[src/rtl/mem_arbiter.sv]
// rtl/mem_arbiter.sv - round-robin arbiter sharing one memory port between two cache controllers
module mem_arbiter #(
    parameter int BUS_WIDTH      = 32,
    parameter int Address_WIDTH  = 10,
    parameter int TIMEOUT_CYCLES = 255
) (
    input  logic                     i_clk,
    input  logic                     i_reset,
    input  logic                     i_Req0Read,
    input  logic                     i_Req0Write,
    input  logic [Address_WIDTH-1:0] i_Req0Address,
    input  logic [BUS_WIDTH-1:0]     i_Req0WriteData,
    input  logic                     i_Req1Read,
    input  logic                     i_Req1Write,
    input  logic [Address_WIDTH-1:0] i_Req1Address,
    input  logic [BUS_WIDTH-1:0]     i_Req1WriteData,
    output logic                     o_Ready0,
    output logic                     o_Ready1,
    output logic [BUS_WIDTH-1:0]     o_ReadData,
    output logic                     o_Error,
    output logic                     o_MemRead,
    output logic                     o_MemWrite,
    output logic [Address_WIDTH-1:0] o_MemAddress,
    output logic [BUS_WIDTH-1:0]     o_MemWriteData,
    input  logic                     i_MemReady,
    input  logic [BUS_WIDTH-1:0]     i_MemReadData,
    output logic [1:0]               o_Grant,
    output logic                     o_Busy
);

    localparam int WD_W = $clog2(TIMEOUT_CYCLES + 1);
    localparam logic [WD_W-1:0] WD_LAST = WD_W'(TIMEOUT_CYCLES - 1);
    localparam logic [WD_W-1:0] WD_MAX  = WD_W'(TIMEOUT_CYCLES);

    typedef enum logic [2:0] {
        s_IDLE   = 3'b001,
        s_ACCESS = 3'b010,
        s_DONE   = 3'b100
    } state_t;

    state_t                   state, state_d;
    logic                     r_last, last_d;
    logic [WD_W-1:0]          r_wdog, wdog_d;
    logic [1:0]               grant_d;
    logic                     rd_d, wr_d, rdy0_d, rdy1_d, err_d, busy_d;
    logic [Address_WIDTH-1:0] addr_d;
    logic [BUS_WIDTH-1:0]     wdata_d, rdata_d;

    logic pend0, pend1, pick1, timeout_hit;

    assign pend0       = i_Req0Read | i_Req0Write;
    assign pend1       = i_Req1Read | i_Req1Write;
    // r_last == 0 means req0 went last, so req1 takes a tie
    assign pick1       = pend1 & (~pend0 | ~r_last);
    // abort on the edge that closes the TIMEOUT_CYCLES-th stalled ACCESS cycle
    assign timeout_hit = (r_wdog >= WD_LAST);

    always_ff @(posedge i_clk) begin
        if (i_reset) begin
            state          <= s_IDLE;
            r_last         <= 1'b1;
            r_wdog         <= '0;
            o_Grant        <= '0;
            o_MemRead      <= 1'b0;
            o_MemWrite     <= 1'b0;
            o_MemAddress   <= '0;
            o_MemWriteData <= '0;
            o_ReadData     <= '0;
            o_Ready0       <= 1'b0;
            o_Ready1       <= 1'b0;
            o_Error        <= 1'b0;
            o_Busy         <= 1'b0;
        end else begin
            state          <= state_d;
            r_last         <= last_d;
            r_wdog         <= wdog_d;
            o_Grant        <= grant_d;
            o_MemRead      <= rd_d;
            o_MemWrite     <= wr_d;
            o_MemAddress   <= addr_d;
            o_MemWriteData <= wdata_d;
            o_ReadData     <= rdata_d;
            o_Ready0       <= rdy0_d;
            o_Ready1       <= rdy1_d;
            o_Error        <= err_d;
            o_Busy         <= busy_d;
        end
    end

    always_comb begin
        state_d = state;
        case (state)
            s_IDLE:   if (pend0 || pend1) state_d = s_ACCESS;
            s_ACCESS: if (i_MemReady || timeout_hit) state_d = s_DONE;
            s_DONE:   state_d = s_IDLE;
            default:  state_d = s_IDLE;
        endcase
    end

    always_comb begin
        last_d  = r_last;
        wdog_d  = r_wdog;
        grant_d = o_Grant;
        rd_d    = o_MemRead;
        wr_d    = o_MemWrite;
        addr_d  = o_MemAddress;
        wdata_d = o_MemWriteData;
        rdata_d = o_ReadData;
        rdy0_d  = 1'b0;
        rdy1_d  = 1'b0;
        err_d   = 1'b0;
        busy_d  = (state_d != s_IDLE);
        case (state)
            s_IDLE: begin
                if (pend0 || pend1) begin
                    grant_d = pick1 ? 2'b10 : 2'b01;
                    last_d  = pick1;
                    addr_d  = pick1 ? i_Req1Address : i_Req0Address;
                    wdata_d = pick1 ? i_Req1WriteData : i_Req0WriteData;
                    // write-back precedes allocate when both ops are requested
                    wr_d    = pick1 ? i_Req1Write : i_Req0Write;
                    rd_d    = pick1 ? (i_Req1Read & ~i_Req1Write) : (i_Req0Read & ~i_Req0Write);
                    wdog_d  = '0;
                end
            end
            s_ACCESS: begin
                if (i_MemReady || timeout_hit) begin
                    if (i_MemReady && o_MemRead) rdata_d = i_MemReadData;
                    err_d   = ~i_MemReady;
                    rd_d    = 1'b0;
                    wr_d    = 1'b0;
                    grant_d = '0;
                    rdy0_d  = o_Grant[0];
                    rdy1_d  = o_Grant[1];
                end else if (r_wdog < WD_MAX) begin
                    wdog_d = r_wdog + 1'b1;
                end
            end
            default: ;
        endcase
    end

endmodule

[config.mk]
export PLATFORM = sky130hd
export DESIGN_NAME = mem_arbiter
export DESIGN_NICKNAME = d
export VERILOG_FILES = /design/src/rtl/mem_arbiter.sv
export SDC_FILE = /design/constraint.sdc
export NUM_CORES = 1
export LEC_CHECK = 0
export CORE_ASPECT_RATIO = 2
export CORE_MARGIN = 1
export CORE_UTILIZATION = 42
export DETAILED_ROUTE_END_ITERATION = 12
export GPL_ROUTABILITY_DRIVEN = 0
export PLACE_DENSITY = 0.95
export SLEW_MARGIN = 20
export SYNTH_ARGS = -nofsm -noshare
export SYNTH_HDL_FRONTEND = slang
export SYNTH_SLANG_ARGS = --single-unit
export TNS_END_PERCENT = 50
[constraint.sdc]
create_clock -name i_clk -period 4.1 [get_ports i_clk]
set_input_delay 0.41 -clock i_clk [delete_from_list [all_inputs] [get_ports i_clk]]
set_output_delay 0.41 -clock i_clk [all_outputs]
set_load 0.01 [all_outputs]
Word level (Yosys, flattened, before mapping)
Index checks and enable logic that the tools add are counted.
Operators by class
  mux-type cells: 20
  equality and inequality tests: 7
  reduce and logical (&&, ||, !) cells: 9
  add/sub/neg operators: 1
  magnitude comparators: 2
  bitwise gates (word level): 13
Operators by type and width (count)
  $mux W32: 1
  $mux W8: 3
  $pmux W8 S2: 1
  $mux W10: 1
  $add A8 B1 Y8 const B: 1
  $ge A8 B8 Y1 const B: 1
  $lt A8 B8 Y1 const B: 1
  $ne A2 B2 Y1 const B: 4
  $not A1 Y1: 7
  $mux W2: 3
  $mux W3: 2
  $pmux W3 S2: 1
  $reduce_and A3 Y1: 2
  $mux W1: 5
  $pmux W1 S2: 2
  $pmux W2 S2: 1
  $reduce_and A4 Y1: 1
  $and A1 B1 Y1: 3
  $eq A3 B1 Y1 const B: 1
  $eq A3 B2 Y1 const B: 1
  $ne A3 B1 Y1 const B: 1
  $or A1 B1 Y1: 3
  $reduce_or A3 Y1: 1
  $logic_or A1 B1 Y1: 2
  3 further kinds: 3
Storage, ports and cells
  register bits: 94
  output and inout port bits: 82

Depth between registers and ports, before layout
Gate-level depths: netlist of the first run.
  depth in word-level cells: 7
  mapped depth: 8

Least setup slack after synthesis of the first run
OpenSTA, ideal clock, no wires.
  path kind: register to register
  from: register r_wdog[0]
  to: register r_wdog[7]
  setup slack: 2182 ps
  stages on the path, launching flop included: 8
  clock period less this slack: 1918 ps
  buffers on the path: 0
  data required time: 4030 ps
  library setup time: 70 ps
  data arrival time: 1847 ps
  cells stage by stage: dfxtp_1 inv_1 ha_1 o211ai_1 o21ai_0 a211o_1 or4_1 a21oi_1
On the way
  longest elaborated chain between the ends: 4
  elaborated cells on any way between the ends: 10
  those cells by class: add/sub (1); order compare (2); eq/ne (2); mux (3); reduce/logical (2)
RTL lines
  start, declared: line 43  | logic [WD_W-1:0] r_wdog, wdog_d;
  start signal, assigned: line 76  | r_wdog <= wdog_d;
  $add A8 B1 Y8 or $ge A8 B8 Y1 (tied branches): line 136, 56
  $mux W8 or $logic_or A1 B1 Y1 (tied branches): line 135, 127
  $mux W8 or $ne A2 B2 Y1 (tied branches)
  $pmux W8 S2 or $reduce_and A4 Y1 (tied branches)
Parallel ways exist; a longest one is shown, timed or not. The select of a mux whose other input is x is not followed.
A chain may end at the register's enable or synchronous reset.

Worst setup path in the final report of the first run
  from: input i_Req1Read
  to: register o_MemWriteData[12]
On the way
  longest elaborated chain between the ends: 3
  elaborated cells on any way between the ends: 5
  those cells by class: mux (1); bitwise (2); reduce/logical (2)
RTL lines
  start, declared: line 13  | input logic i_Req1Read,
  $or A1 B1 Y1 (*): line 52  | assign pend1 = i_Req1Read | i_Req1Write;
  $and A1 B1 Y1 or $logic_or A1 B1 Y1 (tied branches): line 54, 115
  $mux W32 or $reduce_and A2 Y1 (tied branches)
  end signal, assigned: line 81  | o_MemWriteData <= wdata_d;
  end, declared: line 24  | output logic [BUS_WIDTH-1:0] o_MemWriteData,
Mark *: on every way between the ends. The rest lies on a longest branch, timed or not.

==> flow_summary.ini, run 1 <==
[placement]
numPortBuffers = 204
dp.cells = 701
place_hpwl_um = 8390

[synthesis]
synth.area.top_cells = dfxtp_1 50%, mux2i_1 11%, a211oi_1 8.4%, nand2_1 7.0%, a21oi_1 5.9%
synth_ff_type = dfxtp_1
synthesis.nets = 551
ys_ff_latch = 94
yosysTopAreaCell = dfxtp_1
synth-edff-count = 0
synth_top_area_share_pct = 50.1
syn_area_sq_um = 3750
async_flop_share_pct = 0
yosysUniqueCellTypes = 30
synth_area_per_cell_sq_um = 8.81
syn_inst = 426
yosysWarnings = 0
ys_seq_area_share_pct = 50.1

[final_layout]
finalNetCount = 737
stdcell_count = 717
antenna_cells = 0
mostFrequentLayoutCells = 203 x clkdlybuf4s50_1, 94 x dfxtp_1, 70 x nand2_1, 48 x nor2_1, 44 x a21oi_1
final-seq-area_sq_um = 1880
drive_gt1_share_pct = 4.38
area_growth_pct = 64.4
mostFrequentLayoutCell = clkdlybuf4s50_1
n_fill_cell = 591
multi_input_area_sq_um = 1740

[cts]
numClockSinks = 94
numCtsBuffers = 9
cts.repair.resized = 0
cts_tree = built
cts.clk_slew.worst_paths_ns = 0.06
cts_setup_buffers = 0
ctsHoldBuffers = 0
clk_latency_ns = 0.33
htree_levels = 3
cts_root_buffer = clkbuf_16
clockBufferDepth = 2

[grt]
grt_antenna_before_repair = 0
gr-total-overflow = 0
track_usage_pct = 24.5
grt_start_max_net_pins = 47
grt_pass1_wl_um = 17100
first_global_vias = 3824

[worst_setup_path]
crit_type = in2reg
r2r_end = r_wdog[7]$_SDFFE_PP0P_
endpoint_kind = register
slowest_stage = and3_2
cp.arrival_ns = 2.73
max_stage_delay_ns = 0.67
rrSetupSlack_ns = 1.82
cp.required_ns = 4.33
crit_path_cell_trace = clkdlybuf4s50_1 > or4_1 > and3_2 > buf_4 > nor2_1 > a211oi_1
worstSetupStartpointType = input port
r2r_start = r_wdog[0]$_SDFFE_PP0P_
r2r_cells = 7
path_max_fanout = 46

[worst_hold_path]
hold_depth = 2
holdCritPathClass = reg2reg
holdPathEnd = o_ReadData[31]$_SDFFE_PP0P_
worstHoldStart = o_ReadData[31]$_SDFFE_PP0P_

[floorplanning]
std_cell_rows = 48
core-area_sq_um = 8650
ios = 205
dieArea_sq_um = 9340
die_h_um = 136
die_w_um = 68.8
initial_core_util_pct = 43.4

[drt]
route.detailed.drc = 0
firstDrtPassIters = 4
via_count = 3790
drt_iter0_markers = 100
routed_wl_um = 11300
wl_per_cell_um = 15.8
ant_nets = 0
viasPerCell = 5.29

[sta]
slew_headroom_pct = 37.5
setup-tns-final_ns = 0
worst_pin_slew_ns = 0.933
hold_viol = 0
min_period_over_period_pct = 61.0
finalSetupViolCount = 0
final-max-slew-violation-count = 0
rsz0062_at_grt = false
post-route-min-period_ns = 2.50
fmax_ghz = 0.400
clock-skew-final_ns = 0.0108
holdWs_ns = 0.451

[pwr]
peakVddDrop_uv = 286
p_comb_share_pct = 24.8
seqPwrFrac_pct = 39.8
clkPwrFrac_pct = 35.3
power_density_nw_per_um2 = 430
p_sw_mw = 0.699
intPower_mw = 1.96
p_sw_share_pct = 26.3
leakagePower_nw = 2.36

[job]
maxCapViolCount = 0

[run_status]
status = completed
[cells in the mapped netlist (all sizes together), types with 6 or more instances]
cell type,number
dfxtp,94
nand2,70
nor2,48
a21oi,44
a211oi,42
mux2i,42
clkbuf,24
buf,8
o21ai,7
inv,6
nand3,6
[per-layer routing]
metal / routed length (um) / up-vias / GRT usage [%]
met5: 0 / - / 0
met3: 715 / 28 / 6.57
li1: - / 1864 / -
met1: 3850 / 1730 / 23.4
met4: 358 / 0 / 11.6
met2: 6380 / 168 / 45.5
[critical path: cells and delay by family]
family                 cells  cell delay (ns)
buffers and inverters      2             1.06
and+or+nand+nor            3             0.94
AOI/OAI and AO/OA          1             0.29
[registers in the layout, indices dropped and copies added, names as in the netlist]
signal / count
o_Busy: 1
o_Error: 1
o_Grant: 2
o_MemAddress: 10
o_MemRead: 1
o_MemWrite: 1
o_MemWriteData: 32
o_ReadData: 32
o_Ready0: 1
o_Ready1: 1
r_last: 1
r_wdog: 8
state: 3
[cell families after synthesis]
| logic type | after synthesis | synth area share (%) |
|---|---|---|
| AO/OA/AOI/OAI | 103 | 17.2 |
| adder cells (fa/ha/maj) | 2 | 0.667 |
| buffers and inverters | 38 | 4.03 |
| flip-flops | 94 | 50.1 |
| multiplexers | 42 | 11.2 |
| AND/OR/NAND/NOR | 147 | 16.8 |
[worst max path at each step]
stage	from	end	slack, ns	cells after the start
5_1_grt	i_Req1Read	o_MemWriteData[12]$_SDFFE_PP0P_	1.46	6
4_1_cts	i_Req1Read	o_MemWriteData[12]$_SDFFE_PP0P_	1.63	6
2_1_floorplan	r_wdog[0]$_SDFFE_PP0P_	r_wdog[7]$_SDFFE_PP0P_	2.18	7
6_report	i_Req1Read	o_MemWriteData[12]$_SDFFE_PP0P_	1.60	6
3_3_place_gp	i_Req1Read	o_MemWriteData[16]$_SDFFE_PP0P_	1.46	6
3_5_place_dp	i_Req1Read	o_MemWriteData[12]$_SDFFE_PP0P_	1.31	6
[cell type report]
type	instances	share of cell area, %
well taps	100	2.03
inverters	6	0.365
clock inverters	7	1.91
clock buffers	9	3.65
flip-flops and latches	94	30.5
multi-input cells	294	28.2
repair buffers	207	33.4
[power by group through the flow]
stage	Combinational (mW)	Clock, mW	Sequential (mW)
floorplan	0.272	0	1.11
global placement	0.630	0	1.07
detailed placement	0.652	0	1.07
CTS	0.660	0.955	1.06
global route	0.705	0.993	1.07
finish	0.659	0.938	1.06
[per-stage QoR]
step                      utilization, %  power, mW  setup slack (ns)  area, sq um
after floorplan                        -       1.38              2.18         3750
after global placement              67.3       1.70              1.46         5820
after detailed placement            67.3       1.73              1.31         5820
after CTS                           71.3       2.67              1.63         6160
after global routing                71.4       2.76              1.46         6170
final                               71.4       2.65              1.60         6170
Power figures use the tool's default switching activity.
==> run 2: changes to the inputs <==
CORE_UTILIZATION = 39   (was 42)
PLACE_DENSITY = 0.91   (was 0.95)
clock period = 2.6 ns   (was 4.1 ns; I/O delays follow)
==> run 2 against run 1 <==
Against the previous run: the run now ends with DRC left; first-iteration DRC count up 41%; clock-buffer cell count grew 2; utilization shrank 4.8 points; critical path type is now reg2reg; critical endpoint is now r_wdog[5]$_SDFFE_PP0P_; highest routed layer unchanged.
==> flow_summary.ini, run 2 (same netlist as run 1, synthesis figures left out) <==
[cts]
numClockSinks = 94
htree_levels = 3
cts.repair.resized = 0
clk_latency_ns = 0.33
numCtsBuffers = 9
ctsHoldBuffers = 0
cts_root_buffer = clkbuf_16
cts_tree = built
cts_setup_buffers = 0
clockBufferDepth = 2
cts.clk_slew.worst_paths_ns = 0.06

[sta]
hold_viol = 0
setup-tns-final_ns = 0
finalSetupViolCount = 0
post-route-min-period_ns = 2.38
rsz0062_at_grt = false
min_period_over_period_pct = 91.4
slew_headroom_pct = 65.6
fmax_ghz = 0.421
final-max-slew-violation-count = 0
worst_pin_slew_ns = 0.515
clock-skew-final_ns = 0.00607

[final_layout]
mostFrequentLayoutCell = clkdlybuf4s50_1
fin_util_pct = 66.5
mostFrequentLayoutCells = 203 x clkdlybuf4s50_1, 94 x dfxtp_1, 70 x nand2_1, 48 x nor2_1, 44 x a21oi_1
stdcell_count = 725
antenna_cells = 0
multi_input_area_sq_um = 1730
top_regs = o_MemWriteData (32), o_ReadData (32), o_MemAddress (10)
final-seq-area_sq_um = 1880
drive_gt1_share_pct = 4.67
finalNetCount = 741
n_fill_cell = 736
area_growth_pct = 65.2

[worst_setup_path]
cp.arrival_ns = 2.64
path_max_fanout = 15
cp.required_ns = 2.86
worstSetupStartpointType = register
endpoint_kind = register
crit_type = reg2reg

[grt]
grt_pass1_wl_um = 18000
grt_antenna_before_repair = 0
gr-total-overflow = 0
first_global_vias = 3905
track_usage_pct = 22.7
grt_start_max_net_pins = 49

[placement]
dp.cells = 709
numPortBuffers = 204
place_hpwl_um = 8440

[pwr]
leakagePower_nw = 2.37
peakVddDrop_uv = 444
power_density_nw_per_um2 = 657

[run_status]
status = finished with violations
violations = DRC

[floorplanning]
ios = 205
core-area_sq_um = 9320
dieArea_sq_um = 10000
die_w_um = 71.4
die_h_um = 141
std_cell_rows = 50
initial_core_util_pct = 40.3

[drt]
drt_iter0_markers = 141
via_count = 3794
ant_nets = 0
viasPerCell = 5.23
firstDrtPassIters = 8
routed_wl_um = 11100
wl_per_cell_um = 15.4
route.detailed.drc = 9

[job]
maxCapViolCount = 0

[worst_hold_path]
holdCritPathClass = in2reg
-- run 2: cell count changes in the layout (fill, tap and decap cells not counted), sizes merged --
| cell | delta |
|---|---|
| bufinv | -2 |
| clkbuf | +2 |
| buf | +4 |
| clkinv | -2 |
| clkinvlp | +2 |
-- run 2: stage by stage --
stage / hold slack (ns) / power (mW) / setup WS [ns] / cell area (sq um)
floorplan: 0.338 / 2.18 / 0.682 / 3750
global placement: 0.438 / 2.69 / 0.360 / 5880
detailed placement: 0.447 / 2.73 / 0.246 / 5880
CTS: 0.377 / 4.11 / 0.285 / 6200
global route: 0.397 / 4.26 / 0.173 / 6200
finish: 0.387 / 4.07 / 0.224 / 6200
-- run 2: layout make-up --
| class | instances | area share [%] |
|---|---|---|
| repair buffers | 211 | 34.1 |
| well taps | 104 | 2.10 |
| flip-flops and latches | 94 | 30.4 |
| clock buffers | 11 | 4.08 |
| inverters | 6 | 0.363 |
| clock inverters | 5 | 1.05 |
| multi-input cells | 294 | 28.0 |
-- run 2: power by group --
group | internal (mW) | switching [mW]
clock network | 0.808 | 0.553
logic | 0.570 | 0.477
registers | 1.58 | 0.0823
-- run 2: path summary, 6_finish.rpt --
path | depth (start not counted) | from | slack (ns) | to
hold / removal | 2 | i_reset | 0.39 | o_Grant[0]$_SDFFE_PP0P_
setup / recovery | 7 | r_wdog[0]$_SDFFE_PP0P_ | 0.22 | r_wdog[5]$_SDFFE_PP0P_
setup reg to reg | 7 | r_wdog[0]$_SDFFE_PP0P_ | 0.22 | r_wdog[5]$_SDFFE_PP0P_
hold reg to reg | 2 | o_ReadData[26]$_SDFFE_PP0P_ | 0.45 | o_ReadData[26]$_SDFFE_PP0P_
-- run 2: layer usage --
layer,track usage (%),routed length [um],vias up
met2,42.8,6180,182
met4,11.7,469,0
met5,0,0,-
met1,22.6,3830,1712
met3,4.93,646,41
li1,-,-,1859
-- run 2: worst max-delay path, cell delays in order (launching register included) --
cell and delay, ns:
dfxtp_1 0.41, inv_1 0.07, ha_1 0.21, o211ai_1 0.25, o21ai_0 0.17, a211o_1 0.47, or4_1 0.56, a21oi_1 0.17
==> RTL edit: new RTL, flow settings as in run 2 <==
`Address_WIDTH`: 10 -> 11.
--- a/src/rtl/mem_arbiter.sv
+++ b/src/rtl/mem_arbiter.sv
@@ -2,5 +2,5 @@
 module mem_arbiter #(
     parameter int BUS_WIDTH      = 32,
-    parameter int Address_WIDTH  = 10,
+    parameter int Address_WIDTH  = 11,
     parameter int TIMEOUT_CYCLES = 255
 ) (
Ports: changed (resized i_Req0Address, i_Req1Address and o_MemAddress); port bits go from 205 to 208. No check against the original RTL was run, so the function may have changed too.
==> RTL edit against run 2 <==
Setup slack improved by 0.30 ns. Routed wire length grew 5.5%. Sequential cell count increased by 1. Total power up 2.5%. Synthesized area grew 10%. Cell area grew 6.3%. Clock power down 7%. Synthesized cell count grew 12%. Final cell count grew 11%. Via count up 8.2%. Sequential share of layout area down 1.5 points.
==> RTL edit: results (changes against run 2) <==
Finish
• Final #Nets: 795, was 741
• ratio of cells with drive above 1 in the final layout: 10.8%, was 4.67%
• Non-Filler Instances: 808, was 725
• Top Registers: o_MemWriteData (32), o_ReadData (32), o_MemAddress (11), was o_MemWriteData (32), o_ReadData (32), o_MemAddress (10)

Worst setup path
• largest fanout on the critical path: 46, was 15
• delay contributed by the slowest stage of the critical path: 0.58 ns, was 0.56 ns
• cell with the largest stage delay on the worst path: sky130_fd_sc_hd__and2_4, was sky130_fd_sc_hd__or4_1

Pwr
• maximum vdd drop: 376 uV, was 444 uV
• Leak: 2.36 nW, was 2.37 nW

Status
• outcome: finished clean, was finished, violations left

Logic synthesis
• warning count from the yosys run: 0, unchanged
• number of library cell types mapped by synthesis: 41, was 30
• Gate Count Post-Synth: 479, was 426
• most used standard cell by instance count after synthesis: sky130_fd_sc_hd__nand2_1, was sky130_fd_sc_hd__dfxtp_1
• proportion of synthesized flip-flops having asynchronous set or reset: 0%, unchanged
• top cells by instance count after synthesis: 159 x sky130_fd_sc_hd__nand2_1, 95 x sky130_fd_sc_hd__dfxtp_1, 51 x sky130_fd_sc_hd__nor2_1, was 94 x sky130_fd_sc_hd__dfxtp_1, 70 x sky130_fd_sc_hd__nand2_1, 48 x sky130_fd_sc_hd__nor2_1
• cell types occupying the most area after synthesis: sky130_fd_sc_hd__dfxtp_1 46%, sky130_fd_sc_hd__a311oi_2 16%, sky130_fd_sc_hd__nand2_1 14%, was sky130_fd_sc_hd__dfxtp_1 50%, sky130_fd_sc_hd__mux2i_1 11%, sky130_fd_sc_hd__a211oi_1 8.4%
• Net Count, Synth: 606, was 551
• part of the Yosys area used for sequential elements: 45.9%, was 50.1%

Global route
• maximum number of pins on one net before global-route repair: 92, was 49
• met1 GRT Util: 22.2%, was 22.6%
• Global Route met2 Usage: 37.6%, was 42.8%
• wire length of the first global-routing pass: 18200 microns, was 18000 microns
• global router's overall resource usage: 21.3%, was 22.7%
• vias in the first global route: 3973, was 3905
• GR Layer Usage met3: 5.66%, was 4.93%

STA
• worst clock skew on the final layout: 0.00791 ns, was 0.00607 ns
• actual slew at the worst max-slew pin: 0.614 ns, was 0.515 ns

Routing
• length of the first detailed-routing pass in iterations: 4, was 8
• routed vias: 4107, was 3794
• met1 wire length: 4100 microns, was 3830 microns
• length of routed met2 wiring: 6290 microns, was 6180 microns
• WL met3: 892 microns, was 646 microns
• average wire length per cell after detail routing: 14.5 microns, was 15.4 microns
• starting DRC count in detailed routing: 126, was 141

Place
• count of buffers from port buffering: 207, was 204
• placed cell area: 6280 sq um, was 5880 sq um
• HPWL after detailed placement: 8940 microns, was 8440 microns
• placed cell count: 791, was 709

Min path
• path category of the worst min-delay check: in2reg, unchanged

Clock network
• count of instances resized after the clock tree is built: 0, unchanged
• root buf cell: sky130_fd_sc_hd__clkbuf_16, unchanged

## RTL edit: report_power, final
group | switching [mW] | leakage, nW | internal (mW)
sequential | 0.0887 | 0.778 | 1.60
clock | 0.588 | 0.140 | 0.672
combinational | 0.584 | 1.44 | 0.638
total | 1.26 | 2.36 | 2.91
## RTL edit: cell families after synthesis
group           Yosys count  synth area share, %
flops                    95                 45.9
mux                       1                0.241
fa+ha+maj                 2                0.604
buf+inv                  40                 5.10
compound gates          103                 24.1
xor+xnor                  2                0.423
simple gates            236                 23.7
## RTL edit: final timing paths
kind	start	endpoint	cells after the start	slack [ns]
hold / removal	i_reset	state[1]$_SDFF_PP0_	2	0.41
hold reg to reg	o_ReadData[21]$_SDFFE_PP0P_	o_ReadData[21]$_SDFFE_PP0P_	2	0.45
setup reg to reg	state[0]$_SDFF_PP1_	o_MemAddress[8]$_SDFFE_PP0P_	5	0.52
setup / recovery	state[0]$_SDFF_PP1_	o_MemAddress[8]$_SDFFE_PP0P_	5	0.52
## RTL edit: through the flow
stage	hold slack, ns	setup WS, ns
floorplan	0.339	1.04
global placement	0.442	0.176
detailed placement	0.447	0.120
CTS	0.414	0.373
global route	0.443	0.366
finish	0.412	0.521
## RTL edit: layout make-up
| type | count | area, sq um |
|---|---|---|
| repair buffers | 213 | 2160 |
| inverters | 5 | 18.8 |
| multi-input cells | 344 | 2050 |
| fillers | 842 | 3620 |
| well taps | 135 | 169 |
| clock inverters | 7 | 65.1 |
| clock buffers | 9 | 225 |
| flip-flops and latches | 95 | 1900 |
## RTL edit: critical path, delay by kind of cell, from the launching register on
family,cells,cell delay (ns)
buffers and inverters,1,0.32
AND/OR/NAND/NOR,3,0.98
AO/OA/AOI/OAI,1,0.24
flip-flops,1,0.43
